==> config.mk <==
export PLATFORM = sky130hd
export DESIGN_NAME = word_gen_rd
export DESIGN_NICKNAME = d
export VERILOG_FILES = /design/src/rtl/word_gen_rd.sv
export SDC_FILE = /design/constraint.sdc
export NUM_CORES = 1
export LEC_CHECK = 0
export ABC_AREA = 1
export CAP_MARGIN = 20
export CORE_UTILIZATION = 45
export DETAILED_ROUTE_END_ITERATION = 8
export PLACE_DENSITY = 0.74
export SYNTH_ARGS = -nofsm -noshare
export SYNTH_HDL_FRONTEND = slang
export SYNTH_SLANG_ARGS = --single-unit
==> constraint.sdc <==
create_clock -name CLK -period 3.1 [get_ports CLK]
set_input_delay 0.31 -clock CLK [delete_from_list [all_inputs] [get_ports CLK]]
set_output_delay 0.31 -clock CLK [all_outputs]
set_load 0.02 [all_outputs]
==> src/rtl/word_gen_rd.sv <==
// Word serializer: pulls one word from a generator and emits it as a byte record,
// followed by a 3-byte packet trailer when the word closes a configuration.
module word_gen_rd #(
    parameter int CHAR_BITS    = 7,
    parameter int WORD_MAX_LEN = 8
) (
    input  logic                              CLK,
    input  logic                              rst,
    input  logic                              empty,
    output logic                              rd_en,
    input  logic [WORD_MAX_LEN*CHAR_BITS-1:0] word_in,
    input  logic [15:0]                       pkt_id,
    input  logic [15:0]                       word_id,
    input  logic [31:0]                       gen_id,
    input  logic                              gen_end,
    input  logic                              full,
    output logic                              wr_en,
    output logic [7:0]                        dout,
    output logic [31:0]                       words_sent,
    output logic                              busy
);
    localparam int REC_LEN = WORD_MAX_LEN + 6;
    localparam int IDX_W   = $clog2(REC_LEN);
    localparam int WORD_W  = WORD_MAX_LEN * CHAR_BITS;

    localparam logic [1:0] ST_IDLE    = 2'd0;
    localparam logic [1:0] ST_WORD    = 2'd1;
    localparam logic [1:0] ST_TRAILER = 2'd2;

    localparam logic [IDX_W-1:0] WORD_LAST = IDX_W'(REC_LEN - 1);
    localparam logic [IDX_W-1:0] TRL_LAST  = IDX_W'(2);
    localparam logic [IDX_W-1:0] IDX_ONE   = IDX_W'(1);

    logic [1:0]           state_r;
    logic [IDX_W-1:0]     idx_r;
    logic [WORD_W-1:0]    word_r;
    logic [15:0]          word_id_r;
    logic [15:0]          pkt_id_r;
    logic [31:0]          gen_id_r;
    logic                 gen_end_r;
    logic [REC_LEN*8-1:0] rec_s;
    logic [7:0]           byte_s;
    logic                 active_s;

    function automatic logic [7:0] char_to_byte(input logic [CHAR_BITS-1:0] ch);
        logic [7:0] b;
        b = 8'h00;
        b[CHAR_BITS-1:0] = ch;
        return b;
    endfunction

    assign active_s = (state_r == ST_WORD) || (state_r == ST_TRAILER);
    assign rd_en    = (state_r == ST_IDLE) & ~empty & ~rst;
    assign wr_en    = active_s & ~full & ~rst;
    assign busy     = active_s & ~rst;

    // Flatten the latched word into its byte record: chars, word_id, gen_id.
    always_comb begin
        rec_s = '0;
        for (int i = 0; i < WORD_MAX_LEN; i++) begin
            rec_s[i*8 +: 8] = char_to_byte(word_r[i*CHAR_BITS +: CHAR_BITS]);
        end
        rec_s[WORD_MAX_LEN*8 +: 16]      = word_id_r;
        rec_s[WORD_MAX_LEN*8 + 16 +: 32] = gen_id_r;
    end

    // Select the byte addressed by the current index in the active record.
    always_comb begin
        byte_s = 8'h00;
        case (state_r)
            ST_WORD: begin
                if (int'(idx_r) < REC_LEN) begin
                    byte_s = rec_s[int'(idx_r)*8 +: 8];
                end else begin
                    byte_s = 8'h00;
                end
            end
            ST_TRAILER: begin
                case (idx_r)
                    IDX_W'(0): byte_s = 8'hEE;
                    IDX_W'(1): byte_s = pkt_id_r[7:0];
                    IDX_W'(2): byte_s = pkt_id_r[15:8];
                    default:   byte_s = 8'h00;
                endcase
            end
            default: byte_s = 8'h00;
        endcase
    end

    // Reset forces the output byte to zero regardless of state.
    always_comb begin
        dout = 8'h00;
        if (rst) begin
            dout = 8'h00;
        end else begin
            dout = byte_s;
        end
    end

    // Word fields are captured only at hand-off, so later input changes are ignored.
    always_ff @(posedge CLK) begin
        if (rst) begin
            word_r    <= '0;
            word_id_r <= 16'h0000;
            pkt_id_r  <= 16'h0000;
            gen_id_r  <= 32'h0000_0000;
            gen_end_r <= 1'b0;
        end else if (rd_en) begin
            word_r    <= word_in;
            word_id_r <= word_id;
            pkt_id_r  <= pkt_id;
            gen_id_r  <= gen_id;
            gen_end_r <= gen_end;
        end
    end

    // Record sequencing: the index only moves on bytes actually written.
    always_ff @(posedge CLK) begin
        if (rst) begin
            state_r    <= ST_IDLE;
            idx_r      <= '0;
            words_sent <= 32'h0000_0000;
        end else begin
            case (state_r)
                ST_IDLE: begin
                    if (rd_en) begin
                        idx_r   <= '0;
                        state_r <= ST_WORD;
                    end
                end
                ST_WORD: begin
                    if (wr_en) begin
                        if (idx_r == WORD_LAST) begin
                            words_sent <= words_sent + 32'd1;
                            idx_r      <= '0;
                            state_r    <= gen_end_r ? ST_TRAILER : ST_IDLE;
                        end else begin
                            idx_r <= idx_r + IDX_ONE;
                        end
                    end
                end
                ST_TRAILER: begin
                    if (wr_en) begin
                        if (idx_r == TRL_LAST) begin
                            idx_r   <= '0;
                            state_r <= ST_IDLE;
                        end else begin
                            idx_r <= idx_r + IDX_ONE;
                        end
                    end
                end
                default: begin
                    idx_r   <= '0;
                    state_r <= ST_IDLE;
                end
            endcase
        end
    end
endmodule

==> impl_metrics.yaml <==
power_and_ir_drop:
  power.total_mw: 5.70
  powerDensity_nw_per_um2: 562
  peakVddDrop_uv: 420
  leakagePower_nw: 4.20
critical_path:
  r2r-end: "words_sent[8]"
  cp.required_ns: 2.79
  startpoint_type: "flop"
  worstRegToRegCells: 10
  worstPathArrival_ns: 2.63
  reg2reg_slack_ns: 0.71
  critPathKind: "reg -> out"
  r2r_start: "state_r[1]"
  crit_fanout: 19
  end_kind: "output pin"
timing:
  final.period_utilization: 0.948
  period_needed_ns: 2.94
  maxSlewHeadroom: 0.382
  fin_worst_skew_ns: 0.0107
  tightestPinTransition_ns: 0.927
  hold_violations: 0
  slew_violations: 0
  fin_tns_setup_ns: 0
  fmax_ghz: 0.340
  rsz0062_at_grt: "no"
  setup_viol: 0
logic_synthesis:
  yosysWarnings: 0
  synth-seq-cells: 159
  yosys.area.top_type: "dfxtp_1"
  avgSynthCellArea_um2: 6.28
  ys_seq_area_frac: 0.413
  synth-main-ff-cell: "dfxtp_1"
  synth_edf_count: 0
  synthesis.nets: 1354
  yosys-top-cells-count: "375 x nand2_1, 295 x nor2_1, 159 x dfxtp_1, 138 x o21ai_0, 56 x inv_1"
  synthTopCellsByArea: "dfxtp_1 41%, nand2_1 18%, nor2_1 14%, o21ai_0 9.0%, inv_1 2.7%"
  syn_inst: 1225
  syn_area_um2: 7700
  yosysMostFrequentCell: "nand2_1"
  synth.top_cell.area_share: 0.413
  synth_cell_types: 31
  async_flop_share: 0
detailed_routing:
  ant_nets: 0
  drtIter0Drc: 701
  drt-total-wl_mm: 22.3
  vias: 8102
  drc_errors: 0
  viasPerCell: 5.07
  wl_per_cell_um: 13.9
  firstDrtPassIters: 5
hold_path:
  min_path_type: "in -> reg"
  hp-start: "word_in[41]"
  min_to: "word_r[41]"
  hold_depth: 3
floorplanning:
  die_h_um: 133
  dieArea_um2: 17600
  coreArea_um2: 16600
  dieWidth_um: 133
  rows: 47
  ios: 168
  initial_utilization: 0.463
place:
  routabilityCongestion: 0.943
  hpwl_mm: 15.5
  place.port_buffers: 167
cts:
  cts.htree.levels: 4
  clkLatencyLatePin_ns: 0.44
  cts_setup_buffers: 0
  cts.clk_slew.worst_paths_ns: 0.07
  cts-root-buf: "clkbuf_16"
  cts_buffers: 17
  clock_path_buffers: 2
  cts_sinks: 159
  cts_tree: "yes"
grt:
  gr-total-overflow: 0
  grt_pass1_wl_mm: 36.5
  antenna_found_initial: 0
  grt_pass1_vias: 7444
  grt.total_usage: 0.258
  grt_max_degree: 140
finish:
  finalNetCount: 1493
  fin_util: 0.609
  drive_gt1_frac: 0.0508
  diodes: 0
  fill_cells: 1590
  area_growth_pct: 31.7
job:
  maxCapViolations: 0
run_status:
  status: "complete, no violations"
[per-layer routing]
metal	global-route usage	vias to the layer above	routed length [um]
met1	0.359	3643	10700
met3	0.0483	42	1300
met5	0	-	0
met4	0.107	0	571
li1	-	4146	-
met2	0.393	271	9730
[registers in the layout, summed over array words and instances, names as in the netlist]
signal      count
word_r         56
gen_id_r       32
words_sent     32
pkt_id_r       16
word_id_r      16
idx_r           4
state_r         2
gen_end_r       1
[per-stage QoR]
stage | hold WS (ns) | instance area, um2 | setup slack (ns) | std cells
2_1_floorplan | 0.425 | 7700 | 1.26 | 1225
3_3_place_gp | 0.445 | 9510 | 0.577 | 1564
3_5_place_dp | 0.453 | 9510 | 0.524 | 1564
4_1_cts | 0.442 | 10100 | 0.0504 | 1596
5_1_grt | 0.441 | 10100 | 0.0114 | 1597
6_report | 0.453 | 10100 | 0.162 | 1597
[worst max-delay path, cell delays in order, from the launching register on]
cell and delay, ns:
dfxtp_2 0.37, buf_4 0.26, nand2_1 0.17, nor3_4 0.32, a22o_1 0.18, nand2_1 0.05, a21oi_1 0.20, clkdlybuf4s50_1 0.63
[timing repair]
item,CTS,global route
endpoints found under the setup margin,0,8
hold buffers,0,0
gates resized for setup,0,10
[cells in the final DEF (no fill, tap or decap), types with 2 or more instances in the layout]
cell type and count:
ha_1 3, nor3_1 4, dlymetal6s2s_1 4, a211oi_1 7, o22ai_1 2, nand2_1 375, inv_6 3, nor2_2 6
nor2_1 293, inv_1 55, o21ai_0 138, a31oi_1 3, clkinvlp_4 3, dfxtp_2 2, dfxtp_1 157, buf_4 16
a22o_1 2, nand4_1 6, inv_2 4, clkbuf_16 17, nand3b_1 10, a21oi_1 40, nand3_1 39, clkinv_2 3
clkdlybuf4s50_1 163, clkinv_4 4, nor2_4 4
[logic make-up after synthesis]
kind of cell / Yosys count / synth area share
and+or+nand+nor: 740 / 0.382
xor gates and xnor gates: 2 / 0.00228
AOI/OAI and AO/OA: 195 / 0.131
DFF: 159 / 0.413
adders and majority gates: 4 / 0.00650
buffers and inverters: 125 / 0.0647
[power by group]
part	switching, mW	internal (mW)
registers	0.144	2.33
clock network	0.902	1.14
logic	0.748	0.441
[cell type report]
type	instances	area (um2)	area share
clock buffers	18	439	0.0433
multi-input cells	941	4040	0.399
flip-flops and latches	159	3190	0.314
repair buffers	184	1830	0.180
inverters	61	235	0.0232
clock inverters	14	133	0.0131
well taps	220	275	0.0272
[worst max path at each step]
stage / startpoint / end / slack, ns / cells after the start
after floorplan: idx_r[0] / dout[2] / 1.26 / 11
after global placement: state_r[1] / dout[7] / 0.58 / 7
after detailed placement: idx_r[0] / dout[5] / 0.52 / 8
after CTS: idx_r[0] / dout[5] / 0.05 / 8
after global routing: idx_r[0] / dout[7] / 0.01 / 8
final: idx_r[0] / dout[0] / 0.16 / 7
Power figures use the tool's default switching activity.
